**src/rtl/adc_iq_pack.sv**
```systemverilog
// Packs AD9361 12-bit I/Q beats into sign-extended 64-bit words and queues them
// in a first-word-fall-through FIFO with sticky overflow accounting.
module adc_iq_pack #(
  parameter int FIFO_DEPTH = 8,
  parameter int FIFO_AW    = 3
) (
  input  logic               clk,
  input  logic               rst_n,
  input  logic               en,
  input  logic               adc_valid,
  input  logic [47:0]        adc_data,
  input  logic               adc_status,
  input  logic               adc_r1_mode,
  output logic               m_valid,
  output logic [63:0]        m_data,
  input  logic               m_ready,
  output logic [FIFO_AW:0]   fifo_level,
  output logic               ovf,
  output logic [15:0]        ovf_cnt,
  input  logic               ovf_clr
);

  typedef enum logic {IDLE, HALF} pk_state_t;

  localparam logic [FIFO_AW:0] DEPTH_L = (FIFO_AW+1)'(FIFO_DEPTH);

  function automatic logic [15:0] sx12(input logic [11:0] v);
    return {{4{v[11]}}, v};
  endfunction

  pk_state_t         state, state_nxt, state_eff;
  logic              r1_q;
  logic [31:0]       low32;
  logic              pack_valid;
  logic [63:0]       pack_data;
  logic              accept, abort;
  logic              word_fire, latch_lo;
  logic [63:0]       word;

  logic [63:0]        mem [FIFO_DEPTH];
  logic [FIFO_AW-1:0] wr_ptr, rd_ptr;
  logic               pop, push, drop, full;

  assign accept = adc_valid & adc_status & en;
  // A mode flip, lost lock or disable silently throws away any half-built word.
  assign abort     = (adc_r1_mode != r1_q) | ~adc_status | ~en;
  assign state_eff = abort ? IDLE : state;

  // ---------------- packer FSM ----------------
  always_ff @(posedge clk or negedge rst_n) begin
    if (!rst_n) begin
      state <= IDLE;
      r1_q  <= 1'b0;
    end else begin
      state <= state_nxt;
      r1_q  <= adc_r1_mode;
    end
  end

  always_comb begin
    state_nxt = state_eff;
    if (accept && adc_r1_mode)
      state_nxt = (state_eff == IDLE) ? HALF : IDLE;
  end

  always_comb begin
    word_fire = 1'b0;
    latch_lo  = 1'b0;
    word      = '0;
    if (accept) begin
      if (!adc_r1_mode) begin
        word_fire = 1'b1;
        word      = {sx12(adc_data[47:36]), sx12(adc_data[35:24]),
                     sx12(adc_data[23:12]), sx12(adc_data[11:0])};
      end else if (state_eff == IDLE) begin
        latch_lo = 1'b1;
      end else begin
        word_fire = 1'b1;
        word      = {sx12(adc_data[23:12]), sx12(adc_data[11:0]), low32};
      end
    end
  end

  always_ff @(posedge clk or negedge rst_n) begin
    if (!rst_n) begin
      low32      <= '0;
      pack_valid <= 1'b0;
      pack_data  <= '0;
    end else begin
      if (latch_lo) low32 <= {sx12(adc_data[23:12]), sx12(adc_data[11:0])};
      pack_valid <= word_fire;
      if (word_fire) pack_data <= word;
    end
  end

  // ---------------- output FIFO ----------------
  assign full    = (fifo_level == DEPTH_L);
  assign m_valid = (fifo_level != '0);
  assign pop     = m_valid & m_ready;
  // A pop in the same cycle frees the slot, so a push at full still lands.
  assign push    = pack_valid & (~full | pop);
  assign drop    = pack_valid & full & ~pop;
  assign m_data  = m_valid ? mem[rd_ptr] : '0;

  always_ff @(posedge clk) begin
    if (en && push) mem[wr_ptr] <= pack_data;
  end

  always_ff @(posedge clk or negedge rst_n) begin
    if (!rst_n) begin
      wr_ptr     <= '0;
      rd_ptr     <= '0;
      fifo_level <= '0;
    end else if (!en) begin
      wr_ptr     <= '0;
      rd_ptr     <= '0;
      fifo_level <= '0;
    end else begin
      if (push) wr_ptr <= wr_ptr + 1'b1;
      if (pop)  rd_ptr <= rd_ptr + 1'b1;
      if (push && !pop)      fifo_level <= fifo_level + 1'b1;
      else if (pop && !push) fifo_level <= fifo_level - 1'b1;
    end
  end

  // A drop coinciding with a clear restarts the count at one.
  always_ff @(posedge clk or negedge rst_n) begin
    if (!rst_n) begin
      ovf     <= 1'b0;
      ovf_cnt <= '0;
    end else if (en && drop) begin
      ovf     <= 1'b1;
      ovf_cnt <= ovf_clr ? 16'd1 : ((ovf_cnt == 16'hFFFF) ? ovf_cnt : ovf_cnt + 16'd1);
    end else if (ovf_clr) begin
      ovf     <= 1'b0;
      ovf_cnt <= '0;
    end
  end

endmodule

```
**config.mk**
```make
export PLATFORM = sky130hd
export DESIGN_NAME = adc_iq_pack
export DESIGN_NICKNAME = d
export VERILOG_FILES = /design/src/rtl/adc_iq_pack.sv
export SDC_FILE = /design/constraint.sdc
export NUM_CORES = 1
export LEC_CHECK = 0
export ABC_AREA = 1
export CORE_ASPECT_RATIO = 1.5
export CORE_MARGIN = 8
export CORE_UTILIZATION = 55
export CTS_CLUSTER_SIZE = 8
export DETAILED_ROUTE_END_ITERATION = 8
export GPL_TIMING_DRIVEN = 0
export PLACE_DENSITY = 0.75
export SLEW_MARGIN = 20
export SYNTH_ARGS = -nofsm -noshare
export SYNTH_HDL_FRONTEND = slang
export SYNTH_SLANG_ARGS = --single-unit
```
**constraint.sdc**
```tcl
create_clock -name clk -period 4.9 [get_ports clk]
set_clock_uncertainty 0.1 [all_clocks]
set_input_delay 0.98 -clock clk [delete_from_list [all_inputs] [get_ports clk]]
set_output_delay 0.98 -clock clk [all_outputs]
set_load 0.05 [all_outputs]
```
==> results of run 1 <==
==> power by group <==
part / total, mW / switching (mW) / internal, mW
registers: 5.07 / 0.289 / 4.79
logic: 5.29 / 3.64 / 1.65
clock network: 4.36 / 1.68 / 2.67
total: 14.7 / 5.61 / 9.11
==> how the worst min path moves through the flow <==
stage          depth (start not counted)                    end            startpoint
2_1_floorplan                          2   low32[0]$_DFFE_PN0P_  low32[0]$_DFFE_PN0P_
3_3_place_gp                           2        ovf$_DFFE_PN0P_       ovf$_DFFE_PN0P_
3_5_place_dp                           2        ovf$_DFFE_PN0P_       ovf$_DFFE_PN0P_
4_1_cts                                1  wr_ptr[2]$_DFFE_PN0P_                 rst_n
5_1_grt                                1        ovf$_DFFE_PN0P_                 rst_n
6_report                               1        ovf$_DFFE_PN0P_                 rst_n
==> Yosys cell counts (all sizes together) <==
cell type,n
o21ai,327
xnor2,4
o21bai,4
fa,1
buf,73
clkbuf,50
o32ai,48
xor2,3
o21a,1
a21oi,7
o211ai,1
nand4,14
or2,1
inv,108
o22ai,24
edfxtp,384
nor3,4
nand3,22
ha,5
dfrtp,102
nand2,231
nor2,419
==> state kept, by name, summed over array words and instances (netlist names) <==
name        cells
fifo_level      4
low32          24
mem           384
ovf             1
ovf_cnt        16
pack_data      48
pack_valid      1
r1_q            1
rd_ptr          3
state           1
wr_ptr          3
==> metrics by stage <==
step | utilization [%] | instance area, um2 | setup TNS [ns] | cells | hold slack [ns]
after floorplan | - | 20300 | 0 | 1833 | 0.405
after global placement | 60.9 | 22300 | -547.39 | 2456 | 0.370
after detailed placement | 62.0 | 22700 | 0 | 2472 | 0.380
after CTS | 67.4 | 24700 | 0 | 2585 | 0.161
after global routing | 67.5 | 24700 | 0 | 2585 | 0.182
final | 67.5 | 24700 | 0 | 2585 | 0.174
==> metal layers <==
metal | vias up | share of wire [%] | global-route usage [%]
met4 | 0 | 4.2 | 13.0
li1 | 6776 | - | -
met3 | 157 | 7.9 | 5.00
met1 | 7332 | 36 | 28.7
met5 | - | 0 | 0
met2 | 781 | 52 | 45.8
==> repair_timing <==
item | CTS | global route
gates resized for setup | 0 | 7
setup endpoints to repair | 0 | 17
hold endpoints to repair | 0 | 0
hold buffers | 0 | 0
==> area by class of cell <==
class	instances	area, um2
inverter	108	405
clock buffer	108	1930
buffer	123	678
timing repair buffer	155	1760
multi-input combinational	1116	5180
clock inverter	5	43.8
fill	2676	11900
sequential	486	14100
tap	484	606
==> layout by cell type, fill, tap and decap left out, drive strengths merged <==
master	count
a21oi	7
buf	90
clkbuf	158
clkdlybuf4s50	136
dfrtp	102
dlymetal6s2s	2
edfxtp	384
fa	1
ha	5
inv	113
nand2	231
nand3	22
nand4	14
nor2	419
nor3	4
o211ai	1
o21a	1
o21ai	327
o21bai	4
o22ai	24
o32ai	48
or2	1
xnor2	4
xor2	3
==> kinds of logic (layout without fill, tap and decap cells) <==
group | count (synthesis) | after routing | synth area share, %
AOI/OAI and AO/OA | 412 | 412 | 11.3
xor gates and xnor gates | 7 | 7 | 0.302
adders and majority gates | 6 | 6 | 0.407
buffers and inverters | 231 | 499 | 5.33
DFF | 486 | 486 | 69.4
and+or+nand+nor | 691 | 691 | 13.2
==> worst max-delay path, stage by stage, from the launching register on <==
cell             delay (ns)
dfrtp_1                0.55
buf_4                  0.31
clkbuf_1               0.50
o21ai_0                0.28
o32ai_1                0.19
nor2_1                 0.09
nor2_2                 0.26
buf_4                  0.16
clkdlybuf4s50_1        0.79
==> flow_summary_export.csv, run 1 <==
group,metric,value,unit
yosys,ys_ff_latch,486,
clock_network,cts-root-buf,"clkbuf_16",
placed_design,routabilityCongestion,0.949,
worst_setup_path,reg2reg_from,"fifo_level[1]$_DFFE_PN0P_",
layout,finish.net_count,2122,
clock_network,cts_num_sinks,486,
die,ios,142,
clock_network,cts_tree,"done",
placed_design,post-place-ws,0.710,ns
sta,relSlewSlack,48.1,%
global_route,grt_pass1_wl,86600,um
yosys,ys_top_cells_by_area,"edfxtp_1 57%, dfrtp_1 13%, nor2_1 7.7%",
power_and_ir_drop,peakVddDrop,544,uV
die,die_area,43400,um2
sta,worst_slack,0.109,ns
die,die_h,251,um
drt,dr.pass1.iters,5,
power_and_ir_drop,cellPowerDensity,597,nW/um2
yosys,synth_top_area_share,56.9,%
global_route,grt_antenna_before_repair,0,
die,core_area,36600,um2
global_route,grt_pass1_vias,15630,
layout,drive_gt1_share,8.57,%
global_route,grt_overflow,0,
worst_setup_path,reg2reg_slack,2.06,ns
worst_setup_path,crit_path_end,"m_data[63]",
clock_network,cts.path.max_buffers,3,
yosys,avgSynthCellArea,11.1,um2
worst_setup_path,reg2reg_to,"fifo_level[3]$_DFFE_PN0P_",
die,rows,86,
worst_setup_path,rr_worst_depth,12,
yosys,synth_cells,1833,
sta,rsz0062_at_grt,"no",
clock_network,postCtsSetupBuffers,0,
layout,area.growth.synth_to_final,21.7,%
clock_network,insertion_delay,0.58,ns
die,die_w,173,um
worst_setup_path,critPathLaunch,"rd_ptr[0]$_DFFE_PN0P_",
yosys,synth_fp_nets,1895,
sta,slew_violations,0,
sta,layout_min_cycle_time,4.79,ns
sta,report.final.hold_viol_count,0,
yosys,ys_seq_area_share,69.4,%
drt,ant_nets,0,
drt,wl,56500,um
drt,wl_per_cell,21.8,um
drt,vias,15046,
sta,period_share,97.8,%
clock_network,numCtsBuffers,70,
run_status,outcome,"finished, final reports clean",
placed_design,place.port_buffers,139,
global_route,grt_max_degree,76,
sta,tightest_slew,0.776,ns
clock_network,htree_levels,3,
worst_setup_path,crit_arrival,3.71,ns
drt,drtIter0Drc,1571,
layout,diodes,0,
placed_design,dpl.hpwl,38200,um
yosys,yosys.area.top_type,"edfxtp_1",
worst_setup_path,cp-end-kind,"primary output",
drt,viasPerCell,5.82,
die,initial_core_util,55.4,%
sta,max_freq,209,MHz
worst_setup_path,worst_setup_path_start_kind,"flop",
yosys,synth_cell_types,32,
drt,drc,0,
yosys,syn_area,20300,um2
power_and_ir_drop,p_leak,9.30,nW
sta,finalSetupViolations,0,
worst_setup_path,path_class,"reg2out",
min_path,hold_class,"in2async",
power_and_ir_drop,p_total,14.7,mW
yosys,ys_warn_count,0,
run,cap_viol_max_count,0,
worst_setup_path,crit_fanout,10,
clock_network,cts.clk_slew.worst_paths,0.05,ns
worst_setup_path,cp.required,3.82,ns
global_route,track_usage,25.6,%
(Power assumes the default switching activity.)
==> run 2: changes to the inputs <==
- CORE_MARGIN: 8 -> unset
- PLACE_DENSITY: 0.75 -> 0.85
==> flow_summary_export.csv, run 2 (same netlist as run 1, synthesis figures left out) <==
group,metric,value,unit
worst_setup_path,crit_path_max_incr_delay,0.80,ns
drt,met2_length,30200,um
placed_design,place.port_buffers,139,
drt,wl_met1,20000,um
run,cap_viol_max_count,0,
global_route,grt_pass1_wl,91200,um
min_path,hold_class,"in2async",
drt,dr.max_layer_used,"met4",
placed_design,dpl.hpwl,38000,um
global_route,grt_overflow,0,
sta,finalSetupViolations,0,
worst_setup_path,crit_fanout,10,
worst_setup_path,path_class,"reg2out",
layout,largest_reg_flops,384,
global_route,grt_max_degree,53,
layout,drive_gt1_share,8.75,%
clock_network,cts_num_sinks,486,
worst_setup_path,cp-end-kind,"primary output",
drt,ant_nets,0,
worst_setup_path,critical_path.top_delay_family,"buffers and inverters",
sta,max_freq,206,MHz
layout,multi_input_comb_area,5180,um2
global_route,grt_pass1_vias,16287,
power_and_ir_drop,p_total,14.9,mW
worst_setup_path,crit_chain,"inv_2 > buf_4 > buf_4 > buf_4 > nor2_1 > o32ai_1 > nor2_1 > nor2_1 > buf_4 > clkdlybuf4s50_1",
drt,dr.pass1.iters,6,
sta,rsz0062_at_grt,"no",
clock_network,htree_levels,3,
power_and_ir_drop,p_leak,9.33,nW
drt,vias,15919,
layout,stdcell_area,24800,um2
layout,regMostFlops,"mem",
layout,seq_area,14100,um2
worst_setup_path,crit_top_cell,"buf_4",
clock_network,cts_resized,0,
global_route,grt_antenna_before_repair,0,
worst_setup_path,cpMaxStageDelayCell,"clkdlybuf4s50_1",
clock_network,numCtsBuffers,70,
sta,finalSetupTns,0,ns
global_route,track_usage,32.2,%
placed_design,routabilityCongestion,0.984,
die,initial_core_util,56.1,%
worst_setup_path,reg2reg_from,"fifo_level[1]$_DFFE_PN0P_",
die,ios,142,
sta,relSlewSlack,48.7,%
run_status,outcome,"finished, final reports clean",
sta,tightest_slew,0.769,ns
die,core_area,36200,um2
clock_network,cts_hold_buf,0,
drt,viasPerCell,6.17,
power_and_ir_drop,peakVddDrop,442,uV
worst_setup_path,worst_setup_path_start_kind,"flop",
placed_design,post-place-ws,0.661,ns
worst_setup_path,rr_worst_depth,9,
sta,worst_slack,0.0413,ns
worst_setup_path,path_buf_inv,6,
power_and_ir_drop,cellPowerDensity,602,nW/um2
layout,final_cell_mix,"408 x nor2_1, 384 x edfxtp_1, 227 x nand2_1",
clock_network,cts_tree,"done",
clock_network,cts-root-buf,"clkbuf_16",
clock_network,cts.path.max_buffers,3,
clock_network,cts.clk_slew.worst_paths,0.05,ns
placed_design,placed_area,22800,um2
clock_network,postCtsSetupBuffers,0,
sta,layout_min_cycle_time,4.86,ns
layout,area.growth.synth_to_final,22.1,%
die,die_h,237,um
die,die_w,159,um
worst_setup_path,cp.required,3.82,ns
layout,final_common_cell,"nor2_1",
worst_setup_path,reg2reg_slack,2.28,ns
clock_network,insertion_delay,0.58,ns
sta,slew_violations,0,
die,die_area,37700,um2
die,rows,85,
sta,report.final.hold_viol_count,0,
drt,wl_per_cell,23.4,um
sta,period_share,99.2,%
drt,drtIter0Drc,2052,
layout,fillers,2368,
layout,diodes,0,
layout,top_regs,"mem x384, pack_data x48, low32 x24",
worst_setup_path,reg2reg_to,"mem[0][18]$_DFFE_PP_",
layout,finish.net_count,2124,
drt,drc,0,
drt,route.met3.wl,6450,um
drt,wl,60300,um
worst_setup_path,crit_arrival,3.78,ns
[run 2: changes by cell type in the layout (fill, tap and decap cells not counted), sizes merged]
| cell | delta |
|---|---|
| clkdlybuf4s50 | +2 |
| clkbuf | +1 |
| inv | -2 |
| clkinv | +1 |
| dlymetal6s2s | -2 |
| buf | +1 |
[run 2: worst reg2reg max path: stages, from the launching register on]
cell and delay [ns]:
dfrtp_1 0.42, nor2_2 0.08, nand3_1 0.09, nand2_1 0.06
inv_1 0.08, nand2_1 0.27, nor2_4 0.60, buf_16 0.24
buf_16 0.18, buf_16 0.17
[run 2: how the worst max path moves through the flow]
stage                                startpoint              endpoint  slack [ns]  cells past startpoint
after floorplan                              en   mem[0][0]$_DFFE_PP_        0.89                      7
after global placement                  m_ready  mem[3][20]$_DFFE_PP_       -1.45                      7
after detailed placement  rd_ptr[1]$_DFFE_PN0P_            m_data[63]        0.66                      8
after CTS                 rd_ptr[1]$_DFFE_PN0P_            m_data[63]       0.002                      8
after global routing      rd_ptr[0]$_DFFE_PN0P_            m_data[62]        0.01                     10
final                     rd_ptr[0]$_DFFE_PN0P_            m_data[63]        0.04                     10
[run 2: stage by stage]
| step | instances | util, % | hold WS (ns) |
|---|---|---|---|
| floorplan | 1833 | - | 0.405 |
| global placement | 2450 | 61.6 | 0.379 |
| detailed placement | 2468 | 63.0 | 0.378 |
| CTS | 2580 | 68.5 | 0.252 |
| global route | 2580 | 68.5 | 0.280 |
| finish | 2580 | 68.5 | 0.250 |
[run 2: final cells by class]
class                      count  share of cell area, %
buffer                       123                   2.75
clock buffer                 108                   7.82
clock inverter                 4                  0.172
inverter                     108                   1.64
multi-input combinational   1116                   20.9
sequential                   486                   56.9
tap                          478                   2.41
timing repair buffer         157                   7.41
[run 2: routing by layer]
metal / global-route usage [%] / vias to the layer above
met2: 55.8 / 1270
met5: 0 / -
li1: - / 6790
met4: 21.4 / 0
met1: 36.1 / 7591
met3: 6.23 / 268
[run 2: power breakdown]
part / internal, mW / leakage, nW / total (mW) / switching, mW
clock: 2.69 / 0.950 / 4.41 / 1.72
sequential: 4.78 / 4.79 / 5.08 / 0.296
combinational: 1.66 / 3.58 / 5.42 / 3.76
total: 9.13 / 9.33 / 14.9 / 5.77
==> run 3: changes to the inputs <==
- GPL_TIMING_DRIVEN: 0 -> unset
==> flow_summary_export.csv, run 3 (same netlist as run 1, synthesis figures left out) <==
group,metric,value,unit
worst_setup_path,reg2reg_from,"fifo_level[2]$_DFFE_PN0P_",
layout,largest_reg_flops,384,
run_status,outcome,"finished, final reports clean",
layout,regMostFlops,"mem",
worst_setup_path,critical_path.top_delay_family,"buffers and inverters",
layout,multi_input_comb_area,5180,um2
sta,worst_slack,0.392,ns
clock_network,numCtsBuffers,70,
die,core_area,36200,um2
worst_setup_path,cp.depth,7,
power_and_ir_drop,cellPowerDensity,598,nW/um2
worst_setup_path,crit_arrival,3.43,ns
layout,seq_area,14100,um2
clock_network,insertion_delay,0.58,ns
sta,hold_slack,0.204,ns
worst_setup_path,path_buf_inv,3,
worst_setup_path,cp.required,3.82,ns
global_route,grt_overflow,0,
layout,fillers,2440,
min_path,hold_class,"in2async",
global_route,grt_pass1_vias,14949,
worst_setup_path,crit_chain,"inv_4 > buf_12 > nor2_1 > o32ai_1 > nor2_1 > nor2_1 > clkdlybuf4s50_1",
global_route,grt_antenna_before_repair,0,
drt,ant_nets,0,
drt,drtIter0Drc,1771,
worst_setup_path,crit_path_max_incr_delay,0.85,ns
sta,tightest_slew,0.903,ns
sta,period_share,92.0,%
clock_network,cts_resized,0,
clock_network,cts.clk_slew.worst_paths,0.05,ns
layout,diodes,0,
global_route,track_usage,27.6,%
layout,top_regs,"mem x384, pack_data x48, low32 x24",
sta,rsz0062_at_grt,"no",
clock_network,cts_num_sinks,486,
run,cap_viol_max_count,0,
clock_network,cts.path.max_buffers,3,
layout,final_common_cell,"nor2_1",
global_route,grt_pass1_wl,79800,um
sta,layout_min_cycle_time,4.51,ns
die,die_area,37700,um2
worst_setup_path,worst_setup_path_start_kind,"flop",
clock_network,cts-root-buf,"clkbuf_16",
sta,max_freq,222,MHz
worst_setup_path,crit_fanout,48,
worst_setup_path,path_class,"reg2out",
die,die_w,159,um
die,initial_core_util,56.1,%
drt,wl_per_cell,20.9,um
sta,finalSetupTns,0,ns
drt,vias,14744,
drt,dr.pass1.iters,6,
layout,drive_gt1_share,8.23,%
layout,area.growth.synth_to_final,18.1,%
drt,drc,0,
worst_setup_path,cp-end-kind,"primary output",
drt,wl,52000,um
placed_design,routabilityCongestion,0.929,
sta,relSlewSlack,39.8,%
placed_design,post-place-ws,1.12,ns
power_and_ir_drop,p_leak,9.02,nW
clock_network,htree_levels,3,
die,rows,85,
sta,finalSetupViolations,0,
die,die_h,237,um
sta,report.final.hold_viol_count,0,
power_and_ir_drop,peakVddDrop,622,uV
worst_setup_path,cpMaxStageDelayCell,"clkdlybuf4s50_1",
layout,final_cell_mix,"408 x nor2_1, 384 x edfxtp_1, 227 x nand2_1",
worst_setup_path,crit_top_cell,"nor2_1",
placed_design,place.port_buffers,141,
worst_setup_path,reg2reg_to,"fifo_level[3]$_DFFE_PN0P_",
drt,viasPerCell,5.94,
clock_network,postCtsSetupBuffers,0,
placed_design,dpl.hpwl,28700,um
worst_setup_path,rr_worst_depth,13,
clock_network,cts_tree,"done",
die,ios,142,
worst_setup_path,reg2reg_slack,1.96,ns
sta,slew_violations,0,
global_route,grt_max_degree,103,
layout,finish.net_count,2015,
clock_network,cts_hold_buf,0,
[run 3: power breakdown]
group	total, mW	internal, mW	switching, mW	leakage [nW]
Combinational	4.77	1.39	3.39	3.26
Sequential	5.12	4.79	0.334	4.79
Clock	4.42	2.74	1.68	0.969
[run 3: how the worst max path moves through the flow]
stage | slack, ns | end | from
2_1_floorplan | 0.89 | mem[0][0]$_DFFE_PP_ | en
3_5_place_dp | 1.12 | m_data[4] | rd_ptr[0]$_DFFE_PN0P_
6_report | 0.39 | m_data[4] | rd_ptr[0]$_DFFE_PN0P_
4_1_cts | 0.38 | m_data[4] | rd_ptr[0]$_DFFE_PN0P_
5_1_grt | 0.28 | m_data[4] | rd_ptr[0]$_DFFE_PN0P_
3_3_place_gp | 1.16 | m_data[4] | rd_ptr[0]$_DFFE_PN0P_
[run 3: area by class of cell]
| type | count | share of cell area, % |
|---|---|---|
| clock buffers | 119 | 8.30 |
| clock inverters | 4 | 0.178 |
| inverters | 108 | 1.70 |
| multi-input cells | 1116 | 21.6 |
| flip-flops and latches | 486 | 58.9 |
| well taps | 478 | 2.50 |
| repair buffers | 171 | 6.81 |
[run 3: metal layers]
layer / track usage [%] / routed length (um) / vias up
met5: 0 / 0 / -
met4: 16.5 / 2550 / 0
met3: 5.76 / 5160 / 168
met2: 46.4 / 25900 / 922
met1: 32.7 / 18400 / 7081
li1: - / - / 6573
[run 3: per-stage QoR]
step                std cells  cell area, um2  utilization [%]  power [mW]
global route             2482           23900             66.2        14.8
global placement         2358           21900             60.5        9.73
detailed placement       2358           21900             60.5        9.88
finish                   2482           23900             66.2        14.3
floorplan                1833           20300                -        8.48
CTS                      2481           23900             66.1        14.3
